**src/rtl/i2s_rx_deframer.sv**
```systemverilog
// I2S receive deframer: turns the codec's serial ADC stream into signed
// PCM words. It holds one left and one right word, each with a one-cycle
// update strobe, plus a mono copy of the selected channel for the echo
// stage. It also tracks short slots (sticky) and the slot length in sck
// cycles for bring-up debug. All logic runs on the rising edge of sck.
module i2s_rx_deframer #(
    parameter int DATA_WIDTH  = 16,
    parameter int CHANNEL_SEL = 0,
    parameter int CNT_WIDTH   = 8
) (
    input  logic                  sck,
    input  logic                  rst_n,
    input  logic                  lrck,
    input  logic                  sdin,
    output logic [DATA_WIDTH-1:0] left_data,
    output logic [DATA_WIDTH-1:0] right_data,
    output logic                  left_vld,
    output logic                  right_vld,
    output logic [DATA_WIDTH-1:0] data_out,
    output logic                  short_err,
    output logic [CNT_WIDTH-1:0]  slot_len
);

    localparam int BIT_CNT_W = (DATA_WIDTH > 1) ? $clog2(DATA_WIDTH) : 1;

    localparam logic [BIT_CNT_W-1:0] LAST_BIT = BIT_CNT_W'(DATA_WIDTH - 1);
    localparam logic [BIT_CNT_W-1:0] BIT_ZERO = BIT_CNT_W'(0);
    localparam logic [BIT_CNT_W-1:0] BIT_ONE  = BIT_CNT_W'(1);
    localparam logic [CNT_WIDTH-1:0] SLOT_ONE = CNT_WIDTH'(1);
    localparam logic [CNT_WIDTH-1:0] SLOT_MAX = {CNT_WIDTH{1'b1}};
    localparam logic                 SEL_CHAN = (CHANNEL_SEL != 0) ? 1'b1 : 1'b0;

    localparam logic [1:0] ST_WAIT_SYNC = 2'd0;
    localparam logic [1:0] ST_CAPTURE   = 2'd1;
    localparam logic [1:0] ST_SKIP      = 2'd2;

    // Edge detection and sync tracking
    logic                  lrck_d_r;
    logic                  primed_r;
    logic                  sync_seen_r;
    logic                  raw_edge_s;
    logic                  ws_edge_s;

    // Framing FSM
    logic [1:0]            state_r;
    logic [1:0]            state_nxt_s;
    logic                  chan_r;
    logic                  chan_nxt_s;
    logic [BIT_CNT_W-1:0]  bit_cnt_r;
    logic [BIT_CNT_W-1:0]  bit_cnt_nxt_s;
    logic                  shift_s;
    logic                  word_done_s;
    logic                  short_hit_s;
    logic                  sync_hit_s;

    // Data path and status
    logic [DATA_WIDTH-2:0] shreg_r;
    logic [DATA_WIDTH-1:0] word_s;
    logic [DATA_WIDTH-1:0] left_data_r;
    logic [DATA_WIDTH-1:0] right_data_r;
    logic [DATA_WIDTH-1:0] data_out_r;
    logic                  left_vld_r;
    logic                  right_vld_r;
    logic                  short_err_r;
    logic [CNT_WIDTH-1:0]  slot_cnt_r;
    logic [CNT_WIDTH-1:0]  slot_len_r;

    // primed_r keeps the reset value of lrck_d_r from faking an edge on the
    // first cycle after reset, whatever level lrck happens to be at.
    assign raw_edge_s = primed_r && (lrck != lrck_d_r);
    assign ws_edge_s  = raw_edge_s && sync_seen_r;
    assign word_s     = {shreg_r, sdin};

    assign left_data  = left_data_r;
    assign right_data = right_data_r;
    assign left_vld   = left_vld_r;
    assign right_vld  = right_vld_r;
    assign data_out   = data_out_r;
    assign short_err  = short_err_r;
    assign slot_len   = slot_len_r;

    // Next-state logic: sync on the first edge, capture DATA_WIDTH bits, then skip padding
    always_comb begin
        state_nxt_s   = state_r;
        chan_nxt_s    = chan_r;
        bit_cnt_nxt_s = bit_cnt_r;
        shift_s       = 1'b0;
        word_done_s   = 1'b0;
        short_hit_s   = 1'b0;
        sync_hit_s    = 1'b0;
        case (state_r)
            ST_WAIT_SYNC: begin
                if (raw_edge_s) begin
                    state_nxt_s   = ST_CAPTURE;
                    chan_nxt_s    = lrck;
                    bit_cnt_nxt_s = BIT_ZERO;
                    sync_hit_s    = 1'b1;
                end else begin
                    state_nxt_s   = ST_WAIT_SYNC;
                end
            end
            ST_CAPTURE: begin
                if (ws_edge_s) begin
                    // Slot ended early: drop the partial word, flag it.
                    state_nxt_s   = ST_CAPTURE;
                    chan_nxt_s    = lrck;
                    bit_cnt_nxt_s = BIT_ZERO;
                    short_hit_s   = 1'b1;
                end else if (bit_cnt_r == LAST_BIT) begin
                    state_nxt_s   = ST_SKIP;
                    word_done_s   = 1'b1;
                end else begin
                    shift_s       = 1'b1;
                    bit_cnt_nxt_s = bit_cnt_r + BIT_ONE;
                end
            end
            ST_SKIP: begin
                if (ws_edge_s) begin
                    state_nxt_s   = ST_CAPTURE;
                    chan_nxt_s    = lrck;
                    bit_cnt_nxt_s = BIT_ZERO;
                end else begin
                    state_nxt_s   = ST_SKIP;
                end
            end
            default: begin
                state_nxt_s   = ST_WAIT_SYNC;
                bit_cnt_nxt_s = BIT_ZERO;
            end
        endcase
    end

    // Word-select history and one-time sync flag
    always_ff @(posedge sck or negedge rst_n) begin
        if (!rst_n) begin
            lrck_d_r    <= 1'b0;
            primed_r    <= 1'b0;
            sync_seen_r <= 1'b0;
        end else begin
            lrck_d_r    <= lrck;
            primed_r    <= 1'b1;
            sync_seen_r <= sync_seen_r | sync_hit_s;
        end
    end

    // FSM state, channel of the slot being captured and bit position
    always_ff @(posedge sck or negedge rst_n) begin
        if (!rst_n) begin
            state_r   <= ST_WAIT_SYNC;
            chan_r    <= 1'b0;
            bit_cnt_r <= BIT_ZERO;
        end else begin
            state_r   <= state_nxt_s;
            chan_r    <= chan_nxt_s;
            bit_cnt_r <= bit_cnt_nxt_s;
        end
    end

    // MSB-first shift register holding all but the final bit of a word
    always_ff @(posedge sck or negedge rst_n) begin
        if (!rst_n) begin
            shreg_r <= '0;
        end else if (shift_s) begin
            shreg_r <= word_s[DATA_WIDTH-2:0];
        end else begin
            shreg_r <= shreg_r;
        end
    end

    // Completed-word registers and their one-cycle strobes
    always_ff @(posedge sck or negedge rst_n) begin
        if (!rst_n) begin
            left_data_r  <= '0;
            right_data_r <= '0;
            data_out_r   <= '0;
            left_vld_r   <= 1'b0;
            right_vld_r  <= 1'b0;
        end else begin
            left_vld_r  <= word_done_s && !chan_r;
            right_vld_r <= word_done_s && chan_r;
            if (word_done_s && !chan_r) begin
                left_data_r <= word_s;
            end else begin
                left_data_r <= left_data_r;
            end
            if (word_done_s && chan_r) begin
                right_data_r <= word_s;
            end else begin
                right_data_r <= right_data_r;
            end
            if (word_done_s && (chan_r == SEL_CHAN)) begin
                data_out_r <= word_s;
            end else begin
                data_out_r <= data_out_r;
            end
        end
    end

    // Debug status: sticky short-slot flag and saturating slot-length counter
    always_ff @(posedge sck or negedge rst_n) begin
        if (!rst_n) begin
            short_err_r <= 1'b0;
            slot_cnt_r  <= '0;
            slot_len_r  <= '0;
        end else begin
            short_err_r <= short_err_r | short_hit_s;
            if (raw_edge_s) begin
                slot_cnt_r <= SLOT_ONE;
            end else if (sync_seen_r && (slot_cnt_r != SLOT_MAX)) begin
                slot_cnt_r <= slot_cnt_r + SLOT_ONE;
            end else begin
                slot_cnt_r <= slot_cnt_r;
            end
            if (ws_edge_s) begin
                slot_len_r <= slot_cnt_r;
            end else begin
                slot_len_r <= slot_len_r;
            end
        end
    end

endmodule

```
**config.mk**
```make
export PLATFORM = sky130hd
export DESIGN_NAME = i2s_rx_deframer
export DESIGN_NICKNAME = d
export VERILOG_FILES = /design/src/rtl/i2s_rx_deframer.sv
export SDC_FILE = /design/constraint.sdc
export NUM_CORES = 1
export LEC_CHECK = 0
export BUFFER_PORTS_ARGS = -buffer_cell sky130_fd_sc_hd__buf_2
export CORE_ASPECT_RATIO = 0.75
export CORE_MARGIN = 2
export CORE_UTILIZATION = 30
export CTS_CLUSTER_DIAMETER = 60
export CTS_CLUSTER_SIZE = 24
export DETAILED_ROUTE_END_ITERATION = 6
export HOLD_SLACK_MARGIN = 0.05
export PLACE_DENSITY = 0.47
export SYNTH_ARGS = -nofsm -noshare
export SYNTH_HDL_FRONTEND = slang
export SYNTH_SLANG_ARGS = --single-unit
```
**constraint.sdc**
```tcl
create_clock -name sck -period 2.75 [get_ports sck]
set_input_delay 0.55 -clock sck [delete_from_list [all_inputs] [get_ports sck]]
set_output_delay 0.55 -clock sck [all_outputs]
set_load 0.01 [all_outputs]
```
==> flow_summary.yaml <==
global_route:
  grt-ovfl-total: 0
  grt_util_all_layers: 0.120
  grt_pass1_vias: 2063
  grt_pass1_wl_um: 11000
  antenna_found_initial: 0
  grt_max_degree: 77
pwr:
  p_seq_frac: 0.455
  clkPwrFrac: 0.396
  p_per_area_mw_per_mm2: 803
  p_comb_frac: 0.149
  intPower_uw: 2310
  cellLeakagePower_uw: 0.00205
  power.switching_uw: 857
  ir_drop_mv: 0.378
  swShare: 0.270
clock_tree:
  cts_setup_buffers: 0
  cts_resized: 0
  clock_path_buffers: 2
  clkSinkCount: 76
  holdBufCountCts: 0
  tritoncts: "yes"
  cts.htree.levels: 3
  clkTransAtPathRegs_ps: 60
  clockRootBuffer: "clkbuf_16"
  clk_latency_ps: 330
  cts_made_buffers: 9
floorplan:
  die_x_um: 124
  dieArea_mm2: 0.0117
  die_h_um: 94.3
  start_util: 0.312
  ios: 63
  core_mm2: 0.0105
  core.rowCount: 32
critical_path:
  cp_max_fo: 9
  startpoint_type: "flop"
  arrival_ps: 2360
  cp-end-kind: "flop"
  path_class: "reg -> reg"
  r2r_cells: 6
  required_ps: 2970
synthesis:
  yosysTopAreaCellShare: 0.583
  yosysWarnings: 0
  yosys.area.top_type: "dfrtp_1"
  yosysSeqAreaShare: 0.583
  synth_fp_nets: 272
  syn_inst: 262
  synth_edf_count: 0
  syn-cell-area_mm2: 0.00326
  yosys.cell_types.count: 36
  ys.flop_type: "dfrtp_1"
  ys_top_cells_by_area: "dfrtp_1 (58%), mux2_2 (16%), buf_4 (3.7%), nand2_1 (3.6%), ha_1 (2.3%)"
  ys_ff_latch: 76
  synthArstFlopShare: 1.00
  syn_area_per_cell_um2: 12.4
layout:
  diodes: 0
  drive_gt1_frac: 0.421
  layout.nets: 326
  syn_to_final_growth_pct: 21.1
  final_common_cell: "dfrtp_1"
  layout_common_cells: "dfrtp_1 (76), buf_2 (61), mux2_2 (47)"
timing:
  tightest_slew_ps: 965
  whs_ps: 369
  finalSetupViolations: 0
  rsz0062_at_grt: "no"
  fmax_mhz: 466
  fin_setup_tns_ps: 0
  layout_min_cycle_time_ps: 2150
  clock-skew-final_ps: 3.55
  slew_violations: 0
  min_period_over_period: 0.780
  relSlewSlack: 0.357
  hold_viol_final: 0
place:
  dp_hpwl_um: 4400
  gp_congestion: 0.769
  io_buffers: 62
drt:
  first_pass_iters: 4
  drt-total-wl_um: 6410
  ant_nets: 0
  wl_per_cell_um: 14.0
  drc: 0
  via_per_inst: 4.64
  drt_iter0_drc: 104
  via_count: 2120
flow_run:
  maxCapViolations: 0
run_status:
  status: "complete, no violations"
hold_path:
  min_path_type: "in -> async"
flip-flops by register name (all words and copies together), names as in the netlist:
signal and count:
lrck_d_r 1, right_vld 1, short_err 1, right_data 16, slot_len 8, state_r 2, left_vld 1, primed_r 1
chan_r 1, left_data 16, shreg_r 15, bit_cnt_r 4, sync_seen_r 1, slot_cnt_r 8
worst paths after layout:
kind,endpoint,startpoint,slack [ps]
max,left_data[15],state_r[1],600
min,right_data[7],rst_n,370
max reg2reg,left_data[15],state_r[1],600
min reg2reg,slot_len[5],slot_len[5],470
max in group asynchronous,slot_len[7],rst_n,1760
min in group sck,lrck_d_r,lrck,380
power groups by stage:
| stage | Combinational [uW] | Sequential [uW] | Clock, uW |
|---|---|---|---|
| after floorplan | 331 | 1420 | 0 |
| after global placement | 476 | 1460 | 0 |
| after detailed placement | 484 | 1460 | 0 |
| after CTS | 484 | 1440 | 1290 |
| after global routing | 545 | 1470 | 1360 |
| final | 473 | 1440 | 1260 |
cell usage after synthesis, types with 3 or more instances:
cell      instances
inv_1             6
dfrtp_1          76
o21ai_0           9
buf_4            16
and3_1            3
nor2_1            9
buf_2             3
clkbuf_1          5
nand3_1          10
mux2_2           47
ha_1              6
nor3_1            3
a31oi_1           4
nand2_1          31
a21oi_1           8
through the flow:
stage          instance area, um2  worst slack (ps)  total power, uW   util  instances
2_1_floorplan                3260               653             1750      -        262
3_3_place_gp                 3630               504             1940  0.347        441
3_5_place_dp                 3630               487             1950  0.347        441
4_1_cts                      3950               555             3220  0.378        457
5_1_grt                      3950               429             3380  0.378        457
6_report                     3950               605             3170  0.378        457
logic make-up (layout without fill, tap and decap cells):
family          count (synthesis)  count (layout)  share of synthesized area
compound gates                 31              31                     0.0602
fa+ha+maj                       6               6                     0.0230
mux                            48              48                      0.166
xor+xnor                        2               2                    0.00768
flops                          76              76                      0.583
simple gates                   66              66                     0.0979
other cells                     1               1                    0.00115
buf+inv                        32              91                     0.0610
metal layers:
metal  routed length, um  track usage  up-vias
met5                   0            0        -
met4                 116       0.0506        0
met3                 302       0.0410       11
met2                2740        0.174       54
met1                3250        0.164     1044
li1                    -            -     1011
layout make-up:
class / instances / area [um2]
Clock buffer: 11 / 243
Clock inverter: 5 / 75.1
Fill cell: 1036 / 6500
Inverter: 6 / 22.5
Multi-Input combinational cell: 154 / 1170
Sequential cell: 76 / 1900
Tap cell: 136 / 170
Timing Repair Buffer: 69 / 365
critical path, stage by stage (launching register included):
cell and delay [ps]:
dfrtp_1 420, inv_1 90, ha_1 290, inv_1 170, nor4_4 450, buf_4 260, mux2_2 340
(Power assumes the default switching activity.)
